[src/rtl/qdiv_hs.sv]
// Iterative sign-magnitude (Q,N) fixed-point divider with start/ready/valid handshake.
// Define QDIV_SATURATE_EN to saturate the magnitude on overflow instead of wrapping.
module qdiv_hs #(
  parameter int unsigned Q = 15,
  parameter int unsigned N = 32
) (
  input  logic         i_clk,
  input  logic         rst,
  input  logic         i_start,
  input  logic [N-1:0] i_dividend,
  input  logic [N-1:0] i_divisor,
  output logic         o_ready,
  output logic         o_valid,
  output logic [N-1:0] o_quotient,
  output logic         o_overflow,
  output logic         o_dbz
);

  localparam int unsigned MW = N - 1;      // magnitude width
  localparam int unsigned W  = N - 1 + Q;  // scaled dividend / full quotient width
  localparam int unsigned CW = $clog2(W);

  typedef enum logic {
    S_IDLE,
    S_CALC
  } state_t;

  state_t         state_q, state_d;
  logic           sign_q, sign_d;
  logic [W-1:0]   a_q, a_d;
  logic [MW-1:0]  b_q, b_d;
  logic [MW-1:0]  r_q, r_d;
  logic [W-2:0]   q_q, q_d;
  logic [CW-1:0]  cnt_q, cnt_d;
  logic           ready_q, ready_d;
  logic           valid_q, valid_d;
  logic [N-1:0]   quot_q, quot_d;
  logic           ovf_q, ovf_d;
  logic           dbz_q, dbz_d;

  // One restoring step: shift next dividend bit into the partial remainder.
  logic [N-1:0]   r_sh;
  logic [MW-1:0]  r_sub;
  logic           q_bit;
  logic [W-1:0]   q_full;
  logic           ovf;
  logic [MW-1:0]  mag;

  always_comb begin
    r_sh   = {r_q, a_q[W-1]};
    q_bit  = (r_sh >= {1'b0, b_q});
    r_sub  = r_sh[MW-1:0] - b_q;
    q_full = {q_q, q_bit};
    ovf    = |q_full[W-1:MW];
`ifdef QDIV_SATURATE_EN
    mag    = ovf ? {MW{1'b1}} : q_full[MW-1:0];
`else
    mag    = q_full[MW-1:0];
`endif
  end

  always_comb begin
    state_d = state_q;
    sign_d  = sign_q;
    a_d     = a_q;
    b_d     = b_q;
    r_d     = r_q;
    q_d     = q_q;
    cnt_d   = cnt_q;
    ready_d = ready_q;
    valid_d = 1'b0;
    quot_d  = quot_q;
    ovf_d   = ovf_q;
    dbz_d   = dbz_q;

    case (state_q)
      S_IDLE: begin
        if (i_start && ready_q) begin
          if (i_divisor[MW-1:0] == '0) begin
            // Divide-by-zero completes on the accepting edge without leaving IDLE.
            valid_d = 1'b1;
            quot_d  = {i_dividend[N-1], {MW{1'b1}}};
            ovf_d   = 1'b0;
            dbz_d   = 1'b1;
          end else begin
            state_d = S_CALC;
            ready_d = 1'b0;
            sign_d  = i_dividend[N-1] ^ i_divisor[N-1];
            a_d     = {i_dividend[MW-1:0], {Q{1'b0}}};
            b_d     = i_divisor[MW-1:0];
            r_d     = '0;
            q_d     = '0;
            cnt_d   = CW'(W - 1);
          end
        end
      end
      S_CALC: begin
        r_d   = q_bit ? r_sub : r_sh[MW-1:0];
        a_d   = {a_q[W-2:0], 1'b0};
        q_d   = q_full[W-2:0];
        cnt_d = cnt_q - CW'(1);
        if (cnt_q == '0) begin
          state_d = S_IDLE;
          ready_d = 1'b1;
          valid_d = 1'b1;
          quot_d  = {(mag != '0) ? sign_q : 1'b0, mag};
          ovf_d   = ovf;
          dbz_d   = 1'b0;
        end
      end
      default: state_d = S_IDLE;
    endcase
  end

  always_ff @(posedge i_clk) begin
    if (rst) begin
      state_q <= S_IDLE;
      sign_q  <= 1'b0;
      a_q     <= '0;
      b_q     <= '0;
      r_q     <= '0;
      q_q     <= '0;
      cnt_q   <= '0;
      ready_q <= 1'b1;
      valid_q <= 1'b0;
      quot_q  <= '0;
      ovf_q   <= 1'b0;
      dbz_q   <= 1'b0;
    end else begin
      state_q <= state_d;
      sign_q  <= sign_d;
      a_q     <= a_d;
      b_q     <= b_d;
      r_q     <= r_d;
      q_q     <= q_d;
      cnt_q   <= cnt_d;
      ready_q <= ready_d;
      valid_q <= valid_d;
      quot_q  <= quot_d;
      ovf_q   <= ovf_d;
      dbz_q   <= dbz_d;
    end
  end

  assign o_ready    = ready_q;
  assign o_valid    = valid_q;
  assign o_quotient = quot_q;
  assign o_overflow = ovf_q;
  assign o_dbz      = dbz_q;

endmodule

[config.mk]
export PLATFORM = sky130hd
export DESIGN_NAME = qdiv_hs
export DESIGN_NICKNAME = d
export VERILOG_FILES = /design/src/rtl/qdiv_hs.sv
export SDC_FILE = /design/constraint.sdc
export NUM_CORES = 1
export LEC_CHECK = 0
export BUFFER_PORTS_ARGS = -buffer_cell sky130_fd_sc_hd__buf_2
export CAP_MARGIN = 20
export CORE_MARGIN = 5
export CORE_UTILIZATION = 63
export DETAILED_ROUTE_END_ITERATION = 10
export GPL_TIMING_DRIVEN = 0
export PLACE_DENSITY_LB_ADDON = 0.12
export SKIP_LAST_GASP = 1
export SLEW_MARGIN = 20
export SYNTH_ARGS = -nofsm -noshare
export SYNTH_HDL_FRONTEND = slang
export SYNTH_SLANG_ARGS = --single-unit
[constraint.sdc]
create_clock -name i_clk -period 5 [get_ports i_clk]
set_input_delay 0.75 -clock i_clk [delete_from_list [all_inputs] [get_ports i_clk]]
set_output_delay 0.75 -clock i_clk [all_outputs]
set_load 0.05 [all_outputs]
==> flow_summary.ini <==
[outcome]
status = finished clean

[setup_path]
worst_path_max_delay_cell = clkbuf_1
path_cells = inv_1 > ha_1 > fa_1 > nor2b_4 > o31a_4 > o311ai_4 > nand2_1 > a21oi_1 > o21ai_2 > clkbuf_1 > nor2_1 > a21oi_1 > o21ai_0
crit_arrival_ps = 3680
critPathTopFamily = compound AO/OA/AOI/OAI gates
path_max_fanout = 10
critical_path.startpoint_type = register
cpPeakStageDelay_ps = 560
crit_type = reg2reg
critical_path_required_ps = 5300
worst-path-buf-inv = 2
crit_top_cell = a21oi_1
reg2reg_from = a_q[45]$_SDFFE_PP0P_
crit_path_end_kind = register
setup.worst_path.start = a_q[45]$_SDFFE_PP0P_

[synth]
synthDistinctLibCells = 71
ys_ff_latch = 182
synth_area_mm2 = 0.00864
synth.yosys.warnings = 0
syn_area_per_cell_um2 = 8.31
synthArstFlopShare_pct = 0
synth_area_leader_cell = dfxtp_1
synthesis.instances = 1039
synthFlopType = dfxtp_1
synthesis.nets = 1140
synth_edf_count = 0
seq_area_frac_synth_pct = 42.2
synth_top_area_share_pct = 42.2
synthTopCellsByArea = dfxtp_1 (42%), nand2_1 (7.3%), ha_1 (4.8%)

[power_and_ir_drop]
p_leak_uw = 0.00428
ir_worst_vdd_uv = 390
power_density_mw_per_mm2 = 596
finalPower_uw = 5980

[detailed_routing]
postRouteAntennaNets = 0
drc = 0
wl_um = 22900
drt_iter0_drc = 600
vias = 8012
via_per_inst = 5.93
dr.pass1.iters = 7
avgRoutedWirePerCell_um = 17.0

[final_layout]
mostFrequentLayoutCells = dfxtp_1 (182), nand2_1 (167), buf_2 (111), nor2_1 (106), a21oi_1 (80)
syn2layout_area_growth_pct = 16.0
nFillCells = 1053
drive_above_1_share_pct = 15.7
fin_area_mm2 = 0.0100
mostFrequentLayoutCell = dfxtp_1
nNetsFinal = 1261

[timing]
setup_viol = 0
setup_ws_ps = 1620
timing.fmax_mhz = 296
hold_violations = 0
setup-tns-final_ps = 0
fin_crit_ps = 3380
period_share_pct = 67.5
rsz0062_at_grt = no
worst_pin_slew_ps = 1100
slew_headroom_pct = 26.3
slew_viol_final = 0
whs_ps = 434
clock_skew_ps = 9.22

[placement]
finalWeightedCongestion = 0.917
dp_slack_ps = 1430
dpl_cell_area_mm2 = 0.00937
portBuffers = 102
hpwl_um = 16800

[job]
max_cap_violations = 0

[die]
die_w_um = 127
floorplan.initialDensity_pct = 64.7
die_y_um = 127
rows = 42
dieArea_mm2 = 0.0162
core_area_mm2 = 0.0133
ios = 103

[clock_tree]
clk_latency_ps = 440
clockRootBuffer = clkbuf_16
post-cts-setup-buffers = 0
cts_tree = built
clockBufferDepth = 2
postCtsHoldBufs = 0
cts_buffers = 17
cts_max_level = 4
cts_sinks = 182
path_clk_slew_ps = 70
cts.repair.resized = 0

[global_route]
grt_pass1_vias = 7540
grt_usage_pct = 28.4
grt_pass1_wl_um = 37200
overflow = 0
grt_max_degree = 19
grt_antenna_before_repair = 1

[min_path]
worstHoldStart = o_quotient[15]$_SDFFE_PP0P_
hp-class = reg2reg
path summary, 6_finish.rpt:
check,end,slack (ps),cells after the start
setup / recovery,r_q[21]$_SDFFE_PP0P_,1620,13
hold / removal,o_quotient[15]$_SDFFE_PP0P_,430,2
setup reg to reg,r_q[21]$_SDFFE_PP0P_,1620,13
hold reg to reg,o_quotient[15]$_SDFFE_PP0P_,430,2
worst reg2reg max path, cell delays in order, from the launching register on:
cell and delay (ps):
dfxtp_1 330, inv_1 80, ha_1 230, fa_1 450, nor2b_4 150, o31a_4 160, o311ai_4 120, nand2_1 160
a21oi_1 130, o21ai_2 490, clkbuf_1 570, nor2_1 110, a21oi_1 150, o21ai_0 120
state kept, by name, indices dropped and copies added, names as in the netlist:
register	flops
r_q	31
cnt_q	6
o_quotient	32
a_q	31
b_q	31
o_ready	1
o_valid	1
o_overflow	1
q_q	45
sign_q	1
o_dbz	1
state_q	1
power breakdown:
part | internal (uW) | total [uW] | switching [uW] | leakage [uW]
logic | 1150 | 2780 | 1620 | 0.00247
registers | 1610 | 1720 | 109 | 0.00148
clock network | 861 | 1480 | 623 | 0.000322
synth_stat cells (3+ instances only):
cell      count
nand4_1      10
buf_1         6
a21o_1       12
a21oi_1      80
o221a_2      16
dfxtp_1     182
or3_1         4
nor4_1       19
clkbuf_1     46
o22ai_1       4
xnor2_1      24
a211oi_1     20
inv_1        57
nand3_1       5
nand2_1     167
mux2_2        4
buf_2         9
a22oi_1      28
o31ai_1       3
o21ai_0      77
nor2_1      106
o21a_1       11
o21ai_1       4
xor2_1        6
nand2b_1      4
ha_1         33
mux2i_1      38
nor3_1       11
a22o_1        3
area by class of cell:
class	count	area, um2	share of cell area (%)
Sequential cell	182	3640	36.3
Clock inverter	15	226	2.26
Tap cell	176	220	2.20
Clock buffer	17	425	4.24
Inverter	58	218	2.17
Multi-Input combinational cell	737	4530	45.2
Buffer	62	251	2.51
Timing Repair Buffer	102	510	5.09
Antenna cell	1	2.50	0.0250
routing by layer:
metal | share of wire, % | global-route usage, % | vias to the layer above | wire, um
met5 | 0 | 0 | - | 0
met4 | 2.3 | 9.40 | 0 | 517
met3 | 7.6 | 5.80 | 50 | 1740
met2 | 45 | 44.9 | 301 | 10200
met1 | 45 | 39.1 | 3774 | 10400
li1 | - | - | 3887 | -
kinds of logic after synthesis:
logic type	count (synthesis)	synth area share, %
xor+xnor	30	3.04
flops	182	42.2
fa+ha+maj	34	5.01
simple gates	339	16.6
buf+inv	120	5.43
mux	42	4.92
compound gates	292	22.8
metrics by stage:
step / std cells / utilization [%]
floorplan: 1039 / -
global route: 1350 / 75.1
finish: 1350 / 75.1
global placement: 1317 / 70.2
detailed placement: 1317 / 70.2
CTS: 1349 / 75.1
No activity file was read; power rests on OpenSTA's default activity.
